[src/rtl/mem_dump_engine_if.sv]
// Memory read port and UART TX byte port of the dump engine, grouped as one bundle.
// master = engine side, slave = SRAM model / transmitter side.
interface mem_dump_engine_if #(
  parameter int ADDR_W = 18,
  parameter int DATA_W = 32
);
  logic              mem_oe_n;
  logic [ADDR_W-1:0] mem_addr;
  logic [DATA_W-1:0] mem_rd;
  logic              tx_start;
  logic [7:0]        tx_data;
  logic              tx_busy;

  modport master (
    output mem_oe_n, mem_addr, tx_start, tx_data,
    input  mem_rd, tx_busy
  );

  modport slave (
    input  mem_oe_n, mem_addr, tx_start, tx_data,
    output mem_rd, tx_busy
  );
endinterface

[src/rtl/mem_dump_engine.sv]
// Memory-dump sequencer: reads an inclusive word range and streams it to the UART as hex lines or raw bytes.
// One read per word (1-cycle latency), at least 2 cycles per byte; holds a byte while tx_busy is high.

module syncd01a (
  input  logic clk,
  input  logic reset_n,
  input  logic d,
  output logic q
);
  logic meta;

  always_ff @(posedge clk or negedge reset_n) begin
    if (!reset_n) begin
      meta <= 1'b0;
      q    <= 1'b0;
    end else begin
      meta <= d;
      q    <= meta;
    end
  end
endmodule

module mem_dump_engine #(
  parameter int ADDR_W      = 18,
  parameter int DATA_W      = 32,
  parameter int ADDR_PREFIX = 1
) (
  input  logic                clk,
  input  logic                reset_n,
  input  logic                dump_kick,
  input  logic [ADDR_W-1:0]   start_addr,
  input  logic [ADDR_W-1:0]   end_addr,
  input  logic                mode_raw,
  input  logic                abort,
  output logic                busy,
  output logic                dump_done,
  output logic                aborted,
  output logic [ADDR_W-1:0]   rest,
  mem_dump_engine_if.master   bus
);
  localparam int NB      = DATA_W / 8;
  localparam int AD      = (ADDR_W + 3) / 4;
  localparam int PRE     = (ADDR_PREFIX != 0) ? AD + 2 : 0;
  localparam int HEX_LEN = PRE + 3 * NB;
  localparam int CW      = $clog2(HEX_LEN + 1);

  typedef enum logic [2:0] {IDLE, READ, LATCH, SEND, SEND_GAP, NEXT, DONE} state_t;

  state_t            state, state_nxt;
  logic              kick_s, kick_d, kick_rise;
  logic [ADDR_W-1:0] cur, end_q;
  logic              raw_q, abort_q, abort_seen, accept, send;
  logic [DATA_W-1:0] word;
  logic [CW-1:0]     char_idx, hex_j, line_len;
  logic [4*AD-1:0]   cur_pad;
  logic [7:0]        ch;

  function automatic logic [7:0] hex_digit(input logic [3:0] n);
    return (n < 4'd10) ? (8'h30 + {4'h0, n}) : (8'h37 + {4'h0, n});
  endfunction

  syncd01a u_kick_sync (.clk(clk), .reset_n(reset_n), .d(dump_kick), .q(kick_s));

  assign accept     = kick_rise && (state == IDLE || state == DONE);
  assign abort_seen = abort_q || abort;
  assign send       = (state == SEND) && !bus.tx_busy;
  assign line_len   = raw_q ? CW'(NB) : CW'(HEX_LEN);

  always_ff @(posedge clk or negedge reset_n) begin
    if (!reset_n) state <= IDLE;
    else          state <= state_nxt;
  end

  always_comb begin
    state_nxt = state;
    case (state)
      IDLE, DONE: if (accept) state_nxt = (start_addr > end_addr) ? DONE : READ;
      READ:       state_nxt = abort_seen ? DONE : LATCH;
      LATCH:      state_nxt = abort_seen ? DONE : SEND;
      SEND:       if (!bus.tx_busy) state_nxt = SEND_GAP;
      SEND_GAP:   state_nxt = (char_idx != line_len) ? SEND : NEXT;
      NEXT:       state_nxt = (abort_seen || cur == end_q) ? DONE : READ;
      default:    state_nxt = IDLE;
    endcase
  end

  always_comb begin
    busy         = !(state == IDLE || state == DONE);
    dump_done    = (state == DONE);
    aborted      = (state == DONE) && abort_q;
    bus.mem_oe_n = (state != READ);
    bus.mem_addr = cur;
    bus.tx_start = send;
    bus.tx_data  = send ? ch : 8'h00;
    rest         = busy ? (end_q - cur) : '0;
  end

  // Kick edge detect is registered so its delay is fixed at one cycle after the synchroniser.
  always_ff @(posedge clk or negedge reset_n) begin
    if (!reset_n) begin
      kick_d    <= 1'b0;
      kick_rise <= 1'b0;
      cur       <= '0;
      end_q     <= '0;
      raw_q     <= 1'b0;
      abort_q   <= 1'b0;
      word      <= '0;
      char_idx  <= '0;
    end else begin
      kick_d    <= kick_s;
      kick_rise <= kick_s && !kick_d;
      if (accept) begin
        cur     <= start_addr;
        end_q   <= end_addr;
        raw_q   <= mode_raw;
        abort_q <= 1'b0;
      end else if (busy) begin
        abort_q <= abort_q || abort;
      end
      if (state == LATCH) begin
        word     <= bus.mem_rd;
        char_idx <= '0;
      end
      if (send) char_idx <= char_idx + 1'b1;
      if (state == NEXT && !abort_seen && cur != end_q) cur <= cur + 1'b1;
    end
  end

  // Character for the current position, derived from char_idx alone (no line buffer).
  always_comb begin
    ch      = 8'h00;
    cur_pad = (4*AD)'(cur);
    hex_j   = char_idx - CW'(PRE);
    if (raw_q) begin
      for (int b = 0; b < NB; b++)
        if (char_idx == CW'(b)) ch = word[8*b +: 8];
    end else begin
      for (int p = 0; p < PRE - 2; p++)
        if (char_idx == CW'(p)) ch = hex_digit(cur_pad[4*(AD-1-p) +: 4]);
      if (PRE != 0) begin
        if (char_idx == CW'(PRE - 2)) ch = 8'h3A;
        if (char_idx == CW'(PRE - 1)) ch = 8'h20;
      end
      for (int b = 0; b < NB; b++) begin
        if (hex_j == CW'(3*b))     ch = hex_digit(word[8*b+4 +: 4]);
        if (hex_j == CW'(3*b + 1)) ch = hex_digit(word[8*b +: 4]);
        if (hex_j == CW'(3*b + 2)) ch = (b == NB - 1) ? 8'h0A : 8'h20;
      end
    end
  end
endmodule

[src/flat_wrapper.sv]
// flat-port wrapper written by rule: the top's interface ports become plain ports
module mem_dump_engine_flat 
#(
  parameter int ADDR_W      = 18,
  parameter int DATA_W      = 32,
  parameter int ADDR_PREFIX = 1
)
  (clk, reset_n, dump_kick, start_addr, end_addr, mode_raw, abort, busy, dump_done, aborted, rest, bus_mem_oe_n, bus_mem_addr, bus_tx_start, bus_tx_data, bus_mem_rd, bus_tx_busy);
  mem_dump_engine_if #(.ADDR_W(ADDR_W), .DATA_W(DATA_W)) bus_i ();
  input  logic clk;
  input  logic reset_n;
  input  logic dump_kick;
  input  logic [ADDR_W-1:0] start_addr;
  input  logic [ADDR_W-1:0] end_addr;
  input  logic mode_raw;
  input  logic abort;
  output logic busy;
  output logic dump_done;
  output logic aborted;
  output logic [ADDR_W-1:0] rest;
  output wire logic [$bits(bus_i.mem_oe_n)-1:0] bus_mem_oe_n;
  output wire logic [$bits(bus_i.mem_addr)-1:0] bus_mem_addr;
  output wire logic [$bits(bus_i.tx_start)-1:0] bus_tx_start;
  output wire logic [$bits(bus_i.tx_data)-1:0] bus_tx_data;
  input wire logic [$bits(bus_i.mem_rd)-1:0] bus_mem_rd;
  input wire logic [$bits(bus_i.tx_busy)-1:0] bus_tx_busy;
  assign bus_mem_oe_n = bus_i.mem_oe_n;
  assign bus_mem_addr = bus_i.mem_addr;
  assign bus_tx_start = bus_i.tx_start;
  assign bus_tx_data = bus_i.tx_data;
  assign bus_i.mem_rd = bus_mem_rd;
  assign bus_i.tx_busy = bus_tx_busy;
  mem_dump_engine #(.ADDR_W(ADDR_W), .DATA_W(DATA_W), .ADDR_PREFIX(ADDR_PREFIX)) u_core (.clk(clk), .reset_n(reset_n), .dump_kick(dump_kick), .start_addr(start_addr), .end_addr(end_addr), .mode_raw(mode_raw), .abort(abort), .busy(busy), .dump_done(dump_done), .aborted(aborted), .rest(rest), .bus(bus_i));
endmodule
[config.mk]
export PLATFORM = sky130hd
export DESIGN_NAME = mem_dump_engine_flat
export DESIGN_NICKNAME = d
export VERILOG_FILES = /design/src/rtl/mem_dump_engine_if.sv /design/src/rtl/mem_dump_engine.sv /design/src/flat_wrapper.sv
export SDC_FILE = /design/constraint.sdc
export NUM_CORES = 1
export LEC_CHECK = 0
export ABC_AREA = 1
export ABC_CLOCK_PERIOD_IN_PS = 4900
export CORE_MARGIN = 4
export CORE_UTILIZATION = 30
export DETAILED_ROUTE_END_ITERATION = 16
export PLACE_DENSITY_LB_ADDON = 0.3
export SETUP_SLACK_MARGIN = 0.15
export SYNTH_ARGS = -nofsm -noshare
export SYNTH_HDL_FRONTEND = slang
export SYNTH_HIERARCHICAL = 1
export SYNTH_SLANG_ARGS = --single-unit
[constraint.sdc]
create_clock -name clk -period 4.9 [get_ports clk]
set_clock_uncertainty 0.2 [all_clocks]
set_input_delay 0.735 -clock clk [delete_from_list [all_inputs] [get_ports clk]]
set_output_delay 0.735 -clock clk [all_outputs]
set_load 0.005 [all_outputs]
==> flow_metrics.env <==
export IMPL_avgSynthCellArea_sq_um=6.72
export IMPL_diodes=0
export IMPL_fin_tns_setup_ps=0
export IMPL_period_share_pct=89.9
export IMPL_vias=7476
export IMPL_numCtsBuffers=9
export IMPL_overflow=0
export IMPL_use_met3_pct=2.91
export IMPL_fin_util_pct=39.3
export IMPL_synthDistinctLibCells=47
export IMPL_grt_usage_pct=17.5
export IMPL_die_area_sq_um=26000
export IMPL_rsz0062_at_grt="false"
export IMPL_root_buffer="clkbuf_16"
export IMPL_worst_setup_path_start_kind="flip-flop"
export IMPL_ctsLongestPathBuffers=2
export IMPL_wl_per_cell_um=15.5
export IMPL_p_leak_nw=4.15
export IMPL_grt_max_degree=66
export IMPL_met2_usage_pct=28.2
export IMPL_die_h_um=161
export IMPL_io_pin_count=123
export IMPL_portBuffers=122
export IMPL_synthesis_area_sq_um=7040
export IMPL_totalPowerFinal_mw=5.82
export IMPL_htree_num_levels=3
export IMPL_hold_viol_final=0
export IMPL_clkLatencyLatePin_ps=350
export IMPL_fp_coreArea_sq_um=22800
export IMPL_worstPathRequired_ps=3960
export IMPL_routabilityCongestion=0.917
export IMPL_via_per_inst=5.03
export IMPL_met1_usage_pct=24.9
export IMPL_area_growth_pct=27.5
export IMPL_worstSetupPathType="flip-flop to output pin"
export IMPL_dr_pass1_iters=6
export IMPL_cts_tree="yes"
export IMPL_maxSlewHeadroom_pct=45.3
export IMPL_finalCriticalPeriod_ps=4410
export IMPL_crit_path_end_kind="output pin"
export IMPL_synth_warnings=6
export IMPL_cp_arrival_ps=3470
export IMPL_rows=55
export IMPL_cts_sinks=82
export IMPL_ys_ff_latch=82
export IMPL_p_switching_mw=2.83
export IMPL_hold_path_class="flip-flop to flip-flop"
export IMPL_grt_antenna_before_repair=0
export IMPL_hold_ws_ps=151
export IMPL_drc=0
export IMPL_cp_max_fo=5
export IMPL_netlist_instances=1048
export IMPL_tightest_slew_ps=821
export IMPL_pwr_share_comb_pct=66.0
export IMPL_p_int_mw=2.99
export IMPL_clkTransAtPathRegs_ps=70
export IMPL_initial_core_util_pct=30.8
export IMPL_cap_viol_max_count=0
export IMPL_cts_hold_buf=0
export IMPL_fillers=2486
export IMPL_nets=1297
export IMPL_drtIter0Drc=535
export IMPL_synth_edf_count=0
export IMPL_clkPwrFrac_pct=12.1
export IMPL_outcome="finished clean"
export IMPL_p_sw_share_pct=48.7
export IMPL_vdd_drop_max_mv=0.415
export IMPL_grt_pass1_vias=7248
export IMPL_synth_ff_type="dfrtp_1"
export IMPL_drive_gt1_share_pct=6.40
export IMPL_grt_pass1_wl_um=37400
export IMPL_wl_um=23100
export IMPL_maxSlewViolCount=0
export IMPL_setup_violations=0
export IMPL_final_antenna_net_count=0
export IMPL_synth_fp_nets=1178
export IMPL_busiest_layer="met2"
export IMPL_seq_area_frac_synth_pct=29.1
export IMPL_die_w_um=161
export IMPL_hpwl_um=18600
export IMPL_power_frac_seq_pct=21.9
export IMPL_p_per_area_nw_per_um2=649
export IMPL_synthArstFlopShare_pct=100
export IMPL_fmax_mhz=227
-- placed cells by master, fill, tap and decap left out, types with 3 or more instances in the layout --
master	netlist	final
nand2_1	245	244
nand3_1	49	47
a21oi_1	82	82
clkbuf_16	0	9
clkdlybuf4s50_1	0	121
xnor2_1	3	3
xor2_1	20	20
a22oi_1	5	5
clkinv_1	3	3
nand4_1	10	10
buf_4	0	11
nor2_4	3	3
nor2_1	89	89
clkinvlp_4	0	3
o21ai_0	117	116
o221ai_1	13	13
nor2_2	10	10
inv_2	15	16
o21ai_1	9	8
o211ai_1	13	13
nor3_1	13	11
dfrtp_2	0	3
dfrtp_1	82	79
o22ai_1	9	9
nor3_2	2	4
inv_1	139	138
a31oi_1	10	10
ha_1	55	55
-- through the flow --
step | setup WS [ps] | cell area (sq um) | cells
after floorplan | 1480 | 7040 | 1048
after global placement | 806 | 8620 | 1467
after detailed placement | 711 | 8620 | 1467
after CTS | 330 | 8930 | 1483
after global routing | 157 | 8970 | 1485
final | 493 | 8970 | 1485
-- state kept, by name, indices dropped and copies added (netlist names) --
signal                   cells
u_core/state                 3
u_core/abort_q               1
u_core/u_kick_sync/meta      1
u_core/kick_d                1
u_core/char_idx              5
u_core/raw_q                 1
u_core/u_kick_sync/q         1
u_core/kick_rise             1
u_core/bus.mem_addr         18
u_core/end_q                18
u_core/word                 32
-- layout make-up --
cell class                      count  area (sq um)  area share (%)
Multi-Input combinational cell    785          4340            48.4
Sequential cell                    82          2060            22.9
Timing Repair Buffer              132          1290            14.4
Inverter                          157           589            6.57
Tap cell                          313           392            4.36
Clock buffer                        9           225            2.51
Clock inverter                      7          77.6           0.864
-- repair_timing --
action | in CTS | in global routing
buffers inserted | 0 | 2
gates resized for setup | 0 | 12
setup endpoints to repair | 0 | 7
-- cells by family (layout without fill, tap and decap cells) --
logic type	Yosys count	after routing	synth area share, %
fa+ha+maj	56	56	10.1
compound gates	278	278	22.4
flops	82	82	29.1
xor+xnor	24	24	3.09
buf+inv	181	305	9.67
simple gates	427	427	25.7
-- power groups by stage --
stage                     Combinational [mW]  Clock (mW)  Sequential, mW
after detailed placement                3.75           0            1.28
after global placement                  3.74           0            1.28
after CTS                               3.79       0.722            1.27
after global routing                    4.33       0.756            1.32
final                                   3.84       0.702            1.28
after floorplan                         2.33           0            1.19
-- cell usage after synthesis, types with 2 or more instances --
master / n / area share, %
nor2_2: 10 / 0.89
o21ai_1: 9 / 0.64
nor3_1: 13 / 0.92
nand3_1: 49 / 3.5
nand2_1: 245 / 13
o21a_1: 2 / 0.21
clkbuf_1: 23 / 1.2
nor2_1: 89 / 4.7
o21bai_1: 2 / 0.21
o31ai_1: 2 / 0.21
inv_2: 15 / 0.80
nor2_4: 3 / 0.48
xnor2_1: 3 / 0.37
a21oi_1: 82 / 5.8
nor3_2: 2 / 0.28
clkinv_1: 3 / 0.16
dfrtp_1: 82 / 29
inv_1: 139 / 7.4
nand4_1: 10 / 0.89
nor4_1: 2 / 0.18
o211ai_1: 13 / 1.4
a311oi_1: 2 / 0.25
a31oi_1: 10 / 0.89
o311ai_0: 2 / 0.25
xor2_1: 20 / 2.5
o221ai_1: 13 / 1.6
ha_1: 55 / 9.8
a22oi_1: 5 / 0.53
o21ai_0: 117 / 8.3
o22ai_1: 9 / 0.80
-- per-layer routing --
metal	share of wire, %	vias to the layer above
li1	-	3753
met1	49	3504
met2	45	207
met3	5.3	12
met4	0.78	0
met5	0	-
-- final timing paths --
path / from / end / slack, ps / cells after the start
min reg2reg: u_core/u_kick_sync/meta$_DFF_PN0_ / u_core/u_kick_sync/q$_DFF_PN0_ / 150 / 0
max reg2reg: u_core/bus.mem_addr[15]$_DFFE_PN0P_ / u_core/bus.mem_addr[0]$_DFFE_PN0P_ / 1140 / 11
max: u_core/char_idx[0]$_DFFE_PN0P_ / bus_tx_data[2] / 490 / 19
min in group asynchronous: reset_n / u_core/end_q[13]$_DFFE_PN0P_ / 270 / 1
min: u_core/u_kick_sync/meta$_DFF_PN0_ / u_core/u_kick_sync/q$_DFF_PN0_ / 150 / 0
max in group asynchronous: reset_n / u_core/bus.mem_addr[0]$_DFFE_PN0P_ / 3380 / 2
-- critical path, stage by stage (launching register included) --
cell,delay [ps]
dfrtp_1,420
ha_1,270
nand2_1,100
clkinv_1,90
nor2_1,150
inv_2,70
nand2_2,150
nor2_4,80
nor2_2,150
nand2_1,60
inv_1,70
nand3_1,110
nand2_1,100
nand3_1,80
nand2_1,80
a311oi_1,90
o21ai_0,280
nand2_1,80
a21oi_1,160
clkdlybuf4s50_1,530
Power figures use the tool's default switching activity.
